`config.mk`:
```
export PLATFORM = sky130hd
export DESIGN_NAME = cmd_frame_parser
export DESIGN_NICKNAME = d
export VERILOG_FILES = /design/src/rtl/cmd_frame_parser.sv
export SDC_FILE = /design/constraint.sdc
export NUM_CORES = 2
export LEC_CHECK = 0
export CAP_MARGIN = 5
export CELL_PAD_IN_SITES_DETAIL_PLACEMENT = 1
export CELL_PAD_IN_SITES_GLOBAL_PLACEMENT = 2
export CORE_MARGIN = 1.5
export CORE_UTILIZATION = 47
export CTS_BUF_LIST = sky130_fd_sc_hd__clkbuf_4 sky130_fd_sc_hd__clkbuf_8
export DETAILED_ROUTE_END_ITERATION = 6
export PLACE_DENSITY_LB_ADDON = 0.25
export SETUP_SLACK_MARGIN = 0.15
export SLEW_MARGIN = 20
export SYNTH_ARGS = -nofsm -noshare
export SYNTH_HDL_FRONTEND = slang
export SYNTH_SLANG_ARGS = --single-unit
```
`constraint.sdc`:
```
create_clock -name clk -period 2.5 [get_ports clk]
set_input_delay 0.625 -clock clk [delete_from_list [all_inputs] [get_ports clk]]
set_output_delay 0.625 -clock clk [all_outputs]
set_load 0.1 [all_outputs]
```
`src/rtl/cmd_frame_parser.sv`:
```
// Host-link command deframer: hunts AA 55 frames, buffers and checksums the payload,
// then replays good frames on the cmd_* bus at no more than one event every two cycles.
module cmd_frame_parser #(
  parameter int unsigned MAX_PAYLOAD    = 256,
  parameter int unsigned TIMEOUT_CYCLES = 60000
) (
  input  logic        clk,
  input  logic        rst_n,
  input  logic [7:0]  in_data,
  input  logic        in_valid,
  output logic        in_ready,
  output logic [7:0]  cmd_type,
  output logic [15:0] cmd_length,
  output logic [7:0]  cmd_data,
  output logic [15:0] cmd_data_index,
  output logic        cmd_start,
  output logic        cmd_data_valid,
  output logic        cmd_done,
  input  logic        cmd_ready,
  output logic        frame_err,
  output logic        len_err,
  output logic        timeout_err,
  output logic        busy
);
  localparam int unsigned AW = (MAX_PAYLOAD > 1) ? $clog2(MAX_PAYLOAD) : 1;
  localparam int unsigned TW = $clog2(TIMEOUT_CYCLES + 1);
  localparam logic [TW-1:0] TO_LAST = TW'(TIMEOUT_CYCLES - 1);

  typedef enum logic [3:0] {
    S_SYNC0, S_SYNC1, S_TYPE, S_LEN_H, S_LEN_L, S_PAYLOAD, S_CHECK, S_START, S_DATA, S_DONE
  } state_t;

  state_t        state;
  logic [7:0]    pbuf [0:(1<<AW)-1];
  logic [7:0]    type_q;
  logic [7:0]    len_h;
  logic [7:0]    sum;
  logic [15:0]   len_q;
  logic [15:0]   wr_idx;
  logic [15:0]   rd_idx;
  logic [TW-1:0] tcnt;
  logic          accept;
  logic          parsing;
  logic          pulse_prev;

  assign in_ready   = (state != S_START) && (state != S_DATA) && (state != S_DONE);
  assign accept     = in_valid && in_ready;
  assign parsing    = in_ready && (state != S_SYNC0);
  assign pulse_prev = cmd_start | cmd_data_valid | cmd_done;

  always_ff @(posedge clk) begin
    if (state == S_PAYLOAD && accept) pbuf[wr_idx[AW-1:0]] <= in_data;
  end

  always_ff @(posedge clk or negedge rst_n) begin
    if (!rst_n) begin
      state          <= S_SYNC0;
      type_q         <= '0;
      len_h          <= '0;
      sum            <= '0;
      len_q          <= '0;
      wr_idx         <= '0;
      rd_idx         <= '0;
      tcnt           <= '0;
      cmd_type       <= '0;
      cmd_length     <= '0;
      cmd_data       <= '0;
      cmd_data_index <= '0;
      cmd_start      <= 1'b0;
      cmd_data_valid <= 1'b0;
      cmd_done       <= 1'b0;
      frame_err      <= 1'b0;
      len_err        <= 1'b0;
      timeout_err    <= 1'b0;
      busy           <= 1'b0;
    end else begin
      cmd_start      <= 1'b0;
      cmd_data_valid <= 1'b0;
      cmd_done       <= 1'b0;
      frame_err      <= 1'b0;
      len_err        <= 1'b0;
      timeout_err    <= 1'b0;

      if (accept || state == S_SYNC0) tcnt <= '0;
      else if (parsing)               tcnt <= tcnt + 1'b1;

      if (parsing && !accept && tcnt == TO_LAST) begin
        timeout_err <= 1'b1;
        state       <= S_SYNC0;
        busy        <= 1'b0;
        tcnt        <= '0;
      end else begin
        case (state)
          S_SYNC0: if (accept && in_data == 8'hAA) begin
            state <= S_SYNC1;
            busy  <= 1'b1;
          end
          S_SYNC1: if (accept) begin
            if (in_data == 8'h55) state <= S_TYPE;
            else if (in_data != 8'hAA) begin
              state <= S_SYNC0;
              busy  <= 1'b0;
            end
          end
          S_TYPE: if (accept) begin
            type_q <= in_data;
            sum    <= in_data;
            state  <= S_LEN_H;
          end
          S_LEN_H: if (accept) begin
            len_h <= in_data;
            sum   <= sum + in_data;
            state <= S_LEN_L;
          end
          S_LEN_L: if (accept) begin
            len_q  <= {len_h, in_data};
            sum    <= sum + in_data;
            wr_idx <= '0;
            if (32'({len_h, in_data}) > MAX_PAYLOAD) begin
              len_err <= 1'b1;
              state   <= S_SYNC0;
              busy    <= 1'b0;
            end else if ({len_h, in_data} == 16'd0) state <= S_CHECK;
            else state <= S_PAYLOAD;
          end
          S_PAYLOAD: if (accept) begin
            sum    <= sum + in_data;
            wr_idx <= wr_idx + 1'b1;
            if (wr_idx == len_q - 1'b1) state <= S_CHECK;
          end
          S_CHECK: if (accept) begin
            // cmd_start is raised on the CS edge so it is visible in S_START itself
            if (in_data == sum) begin
              state      <= S_START;
              cmd_start  <= 1'b1;
              cmd_type   <= type_q;
              cmd_length <= len_q;
              rd_idx     <= '0;
            end else begin
              frame_err <= 1'b1;
              state     <= S_SYNC0;
              busy      <= 1'b0;
            end
          end
          S_START: state <= S_DATA;
          S_DATA: if (!pulse_prev) begin
            if (rd_idx == cmd_length) begin
              cmd_done <= 1'b1;
              state    <= S_DONE;
            end else if (cmd_ready) begin
              cmd_data_valid <= 1'b1;
              cmd_data       <= pbuf[rd_idx[AW-1:0]];
              cmd_data_index <= rd_idx;
              rd_idx         <= rd_idx + 1'b1;
            end
          end
          S_DONE: begin
            state <= S_SYNC0;
            busy  <= 1'b0;
          end
          default: begin
            state <= S_SYNC0;
            busy  <= 1'b0;
          end
        endcase
      end
    end
  end
endmodule

```
* Word-level counts from Yosys, hierarchy flattened
Memories as Yosys holds them, arrays and structs flattened. A register that Yosys moved wholly into a read port is not among the register bits.
Cells that the tools add are included.
** Operators by class
- $lt $le $gt $ge :: 1
- Equality and inequality tests :: 43
- Mux-type cells :: 66
- Add/subtract/negate cells :: 5
- Reduce and logical (&&, ||, !) cells :: 30
- Bitwise gates (word level) :: 5
** Operators by type and width (number)
- $mux W16 :: 10
- $pmux W16 S2 :: 2
- $mux W4 :: 13
- $add A16 B1 Y16 const B :: 3
- $pmux W4 S9 :: 1
- $mux W1 :: 33
- $ne A3 B3 Y1 const B :: 11
- $eq A16 B16 Y1 :: 2
- $eq A16 B16 Y1 const B :: 1
- $eq A4 B3 Y1 const B :: 4
- $gt A16 B9 Y1 const B :: 1
- $logic_not A16 Y1 :: 1
- $mux W8 :: 2
- $ne A2 B2 Y1 const B :: 8
- $pmux W8 S2 :: 1
- $sub A16 B1 Y16 const B :: 1
- $ne A4 B4 Y1 const B :: 3
- $reduce_and A4 Y1 :: 3
- $reduce_and A11 Y1 :: 1
- $reduce_and A3 Y1 :: 3
- $reduce_and A9 Y1 :: 1
- $add A8 B8 Y8 :: 1
- $eq A4 B2 Y1 const B :: 2
- $eq A8 B7 Y1 const B :: 1
- 25 further kinds :: 41
** Word-level totals
- Logic and storage cells :: 169
- Bits of input ports :: 12
- RAM bits :: 2048
- Register bits :: 139
- Memories :: 1
** Memory list
- pbuf :: words 256, width 8, read ports 1, clocked after Yosys merged registers in 1, wr ports 1, RTL line 34 : logic [7:0] pbuf [0:(1<<AW)-1];

* Depth between registers and ports, before layout
- Depth after elaboration :: 9
- Gate-level depth with buffers :: 13
- Depth with buffers taken out :: 10

* Worst setup path after synthesis
Ideal clock, no wire load.
- Path kind :: input port to flip-flop
- Start point :: in in_valid
- End point :: mem pbuf[111][0], enable pin
- Data required time :: 2.130 ns
- Setup time :: 0.370 ns
- Arrival time :: 2.462 ns
- Stages on the path :: 8
- Setup slack :: -0.332 ns
- Path buffers :: 3
- Cells stage by stage :: clkbuf_1 > nand3b_1 > nor2_1 > and2_1 > clkbuf_1 > nand3_1 > clkbuf_1 > nor2_1
** On the way
- Longest elaborated chain between the ends :: 4
** Ends and longest elaborated chain
- start: declaration :: RTL line 10 : input logic in_valid,
- $logic_and A1 B1 Y1 :: RTL line 47 : assign accept = in_valid && in_ready;
- $logic_and A1 B1 Y1 :: RTL line 52 : if (state == S_PAYLOAD && accept) pbuf[wr_idx[AW-1:0]] <= in_data;
- $mux W1 :: RTL line 52
- $mux W1 (not written as such) :: RTL line 52
- end: declaration :: RTL line 34
Every way passes these cells.

* Final worst setup path
- Start point :: reg rd_idx[1]
- End point :: reg cmd_data[2], read port of pbuf
** On the way
- Longest elaborated chain between the ends :: 3
** Ends and longest elaborated chain
- start: declaration :: RTL line 40 : logic [15:0] rd_idx;
- start signal: assignment :: RTL line 154 : rd_idx <= rd_idx + 1'b1;
- $eq A16 B16 Y1 :: RTL line 147 : if (rd_idx == cmd_length) begin
- $not A1 Y1 (no source line)
- $reduce_and A5 Y1 (no source line)
- end: declaration :: RTL line 14 : output logic [7:0] cmd_data,
Several ways; a longest one is shown, not always the timed one.
A chain may end at the register's enable or synchronous reset.

==> summary by stage <==
Run status
The run finished, with violations left. The checks that failed: DRC, setup timing.

Synth
The total number of yosys warnings is 0. Counting distinct cell types in the post-synthesis netlist gives 88. The post-synthesis average cell area is 19.2 um^2.

The most instantiated flip-flop cell in the synthesis netlist is sky130_fd_sc_hd__edfxtp_1. In this run the cell area of the synthesized design comes to 87200 um^2. The post-synthesis net count is about 4600. Sequential cells were found to cover about three quarters of the synthesized design area. The count of flip-flops with a built-in enable after synthesis is 2048. The synthesized instance count is 4551.

Synthesis inferred around 2200 register bits. After synthesis, the share of flip-flops with an asynchronous set or reset is under 10%.

Power and ir drop
The total power draw is 115 mW. The highest ir drop seen on vdd is 0.618 mV. The power per standard cell area is 1030 nW/um^2. Summed over all cells, the static leakage comes to 38.1 nW.

GRT
The global route total overflow is 0. The first-pass GRT wire length is 406000 um. The number of antenna violations at the first check in global routing was 8. The maximum number of pins on one net before global-route repair is approximately 190. The combined global-route utilization of all metal layers is 30.7%. The via count of the first global-routing pass was between 50000 and 60000.

Worst setup path
The data required time at the worst endpoint is around 3.4 ns. The critical-path maximum fanout is 6. The data arrival time of the critical path is 4.54 ns. STA classifies the critical path endpoint as a flip-flop. In this run the critical register-to-register path is captured at cmd_data[2]. The worst setup path is launched from a flip-flop.

The startpoint identified for the worst register-to-register timing path is rd_idx[1]. The type of the worst setup path is reg2reg. Measured in cells, the most critical reg-to-reg path has a length of 10.

The minimum setup slack among reg-to-reg paths is -1.10 ns.

Clocking
The number of levels in the clock H-tree is 5. In this run the clock root is driven by a sky130_fd_sc_hd__clkbuf_8. The clock latency reported for the late side of the worst-skew pair is ~1.1 ns. Clock-pin slew was measured on the worst setup and hold paths at 0.07 ns. In this run, CTS created clock tree buffers numbering 371. The clock tree from TritonCTS is built. The maximum clock path buffer count is 4. CTS saw 2195 sinks.

Worst hold path
The worst hold path depth is 2. The startpoint identified for the worst hold timing path is in_data[3]. The min-delay analysis places its worst path in the category in2reg. The endpoint with the worst hold slack is pbuf[70][3].

Die
In this run the standard cell core region covers 184000 um^2. Measured along the y axis, the die boundary spans 434 um. The placement row count is 157. The die is between 400 and 500 um wide. The full die area is 188000 um^2. The initial utilization of the core area, before any placement, comes to between 40% and 50%.

The top-level I/O count is 68.

Route
The number of DRC markers after the initial detailed-route iteration is ~6200. The total wire length is 292000 um. Once detail routing completed, the nets flagged for antenna violations numbered 0. The total DRC errors in the routed layout is 2. Dividing the detail-routed via count by the number of cells gives 6.15. The detailed router placed 52851 vias in this run. The wire length per cell after detailed routing is 34.0 um. The first-pass iteration count of the detailed router is 7.

STA
The number of pins with negative max-slew slack in the final report came to 0. The normalized max-slew margin is between 10 and 15%. Between clock sinks in the finished design, the worst skew comes to 0.104 ns. Setup repair after global routing could not meet its margin everywhere.

The worst path in the final design needs a cycle of between 3 and 4 ns, including I/O delays and setup. The count of final setup violators is 2119. In the post-route analysis, the smallest setup slack over all paths is -1.10 ns. The tightest hold path in the finished design has a slack of 0.0975 ns. Static timing analysis puts the maximum clock frequency at 278 MHz.

The number of hold violations in the final report is 0. The final critical path takes up 144% of the cycle. The transition time of the tightest slew-check pin is between 1 and 1.5 ns.

Placed design
Before CTS, the worst setup slack after placement is -1.10 ns. The HPWL after detailed placement is 188000 um. The routability congestion estimate is 0.902. The count of buffers added on input and output ports is 67.

Layout
After the last flow step, the layout net total stands at slightly below 6000. Compared with the post-synthesis result, the final layout area differs by 27.4%. In the final layout, the share of cells above drive strength 1 is 43.7%. The final-layout fill cell count is 15908.

Run
The total of max-cap violations is 0.
-- state kept, by name, indices dropped and copies added, names as in the netlist --
register        flops
busy                1
cmd_data            8
cmd_data_index     16
cmd_data_valid      1
cmd_done            1
cmd_length         16
cmd_start           1
cmd_type            8
frame_err           1
len_err             1
len_h               8
len_q              16
pbuf             2048
rd_idx             16
state               4
sum                 8
tcnt               16
timeout_err         1
type_q              8
wr_idx             16
-- how the worst max path moves through the flow --
stage,end,cells past startpoint,slack [ns],from
after floorplan,state[0],9,-0.07,len_q[0]
after global placement,cmd_data[5],13,-1.28,rd_idx[0]
after detailed placement,cmd_data[1],10,-1.10,rd_idx[0]
after CTS,cmd_data[2],9,-0.82,rd_idx[0]
after global routing,cmd_data[2],10,-1.10,rd_idx[2]
final,cmd_data[2],10,-1.10,rd_idx[1]
-- placed cells by master, fill, tap and decap left out, drive strengths merged, types with 45 or more instances in the layout --
cell type and n:
clkinv 122, a21oi 75, a22oi 78, edfxtp 2048
nor2 358, mux2i 193, mux4 437, dfrtp 147
o21ai 75, xor2 45, nand3 57, mux2 65
nand2 193, buf 1200, clkbuf 502
-- synthesized netlist by cell type, types with 6 or more instances --
master,instances,area [um^2]
sky130_fd_sc_hd__nor2b_1,20,125
sky130_fd_sc_hd__nand3b_1,8,60.1
sky130_fd_sc_hd__buf_4,22,165
sky130_fd_sc_hd__a211oi_1,23,173
sky130_fd_sc_hd__edfxtp_1,2048,61500
sky130_fd_sc_hd__a2111oi_0,7,61.3
sky130_fd_sc_hd__a32oi_1,9,78.8
sky130_fd_sc_hd__xnor2_1,31,272
sky130_fd_sc_hd__o221ai_1,21,184
sky130_fd_sc_hd__inv_1,24,90.1
sky130_fd_sc_hd__nand3_1,56,280
sky130_fd_sc_hd__buf_6,41,462
sky130_fd_sc_hd__a22o_1,15,131
sky130_fd_sc_hd__nor4_1,20,125
sky130_fd_sc_hd__ha_1,14,175
sky130_fd_sc_hd__buf_1,12,45.0
sky130_fd_sc_hd__buf_2,80,400
sky130_fd_sc_hd__or3_1,10,62.6
sky130_fd_sc_hd__nor2_1,358,1340
sky130_fd_sc_hd__mux4_2,433,9750
sky130_fd_sc_hd__o21ai_0,75,375
sky130_fd_sc_hd__and3_1,18,113
sky130_fd_sc_hd__a31oi_1,14,87.6
sky130_fd_sc_hd__o32a_1,6,60.1
sky130_fd_sc_hd__xor2_1,45,394
sky130_fd_sc_hd__a221o_1,6,60.1
sky130_fd_sc_hd__o211ai_1,11,82.6
sky130_fd_sc_hd__a22oi_1,78,586
sky130_fd_sc_hd__nor3b_1,7,52.6
sky130_fd_sc_hd__nand4_1,23,144
sky130_fd_sc_hd__mux2i_1,193,1930
sky130_fd_sc_hd__a21oi_1,75,375
sky130_fd_sc_hd__and2_1,13,81.3
sky130_fd_sc_hd__dfrtp_1,147,3680
sky130_fd_sc_hd__and4_1,7,61.3
sky130_fd_sc_hd__nand2b_1,13,81.3
sky130_fd_sc_hd__o22ai_1,43,269
sky130_fd_sc_hd__nor3_1,26,130
sky130_fd_sc_hd__nand2_1,192,721
sky130_fd_sc_hd__clkbuf_1,115,432
sky130_fd_sc_hd__a221oi_1,31,272
sky130_fd_sc_hd__mux2_2,65,732
sky130_fd_sc_hd__a311oi_1,10,87.6
-- final cells by class --
cell class / count / area, um^2 / area share [%]
sequential: 2195 / 65200 / 58.7
multi-input combinational: 2058 / 22900 / 20.7
timing repair buffer: 1219 / 12700 / 11.5
clock buffer: 490 / 6120 / 5.51
tap: 2464 / 3080 / 2.78
clock inverter: 140 / 860 / 0.774
inverter: 25 / 98.8 / 0.0890
antenna: 5 / 12.5 / 0.0113
-- critical path: stages (launching register included) --
cell and delay (ns):
sky130_fd_sc_hd__dfrtp_4 0.54, sky130_fd_sc_hd__buf_16 0.17, sky130_fd_sc_hd__buf_4 0.19, sky130_fd_sc_hd__nor2b_4 0.20, sky130_fd_sc_hd__buf_6 0.16, sky130_fd_sc_hd__a221oi_1 0.11
sky130_fd_sc_hd__a21o_1 0.17, sky130_fd_sc_hd__a222oi_1 1.01, sky130_fd_sc_hd__nor2_1 0.18, sky130_fd_sc_hd__o32a_1 0.39, sky130_fd_sc_hd__o32a_1 0.30
-- stage by stage --
step                      setup TNS (ns)  utilization (%)  cell area, um^2  cells
after floorplan                    -2.18                -            88300   4551
after global placement           -685.64             54.5           100000   7799
after detailed placement         -820.74             54.5           100000   7799
after CTS                         -17.76             59.1           109000   8482
after global routing             -538.81             60.5           111000   8593
final                            -369.96             60.5           111000   8596
-- metal layers --
layer / vias up / routed length [um] / track usage [%]
met5: - / 31 / 0
met4: 6 / 14500 / 12.9
met3: 675 / 26800 / 6.40
met2: 2931 / 137000 / 47.7
met1: 27995 / 114000 / 42.2
li1: 21244 / - / -
-- logic make-up (layout without fill, tap and decap cells) --
kind of cell | Yosys count | count (layout) | share of synthesized area [%]
adders and majority gates | 15 | 15 | 0.224
AOI/OAI and AO/OA | 468 | 468 | 3.76
xor gates and xnor gates | 76 | 76 | 0.764
and+or+nand+nor | 804 | 804 | 4.21
buffers and inverters | 298 | 1874 | 1.89
other | 0 | 5 | 0
muxes | 695 | 695 | 14.4
DFF | 2195 | 2195 | 74.8
-- report_power, final --
| part | total, mW | internal [mW] | switching, mW |
|---|---|---|---|
| logic | 41.6 | 18.3 | 23.3 |
| clock network | 31.4 | 16.7 | 14.6 |
| registers | 41.5 | 40.8 | 0.788 |
| total | 115 | 75.8 | 38.7 |
-- what timing repair did --
item	in CTS	in global routing
hold buffers	4	0
resized for setup	202	303
gates cloned	4	8
setup buffers	45	101
hold endpoints to repair	148	0
pin swaps	30	88
endpoints found under the setup margin	1724	2140
No activity file was read; power rests on OpenSTA's default activity.
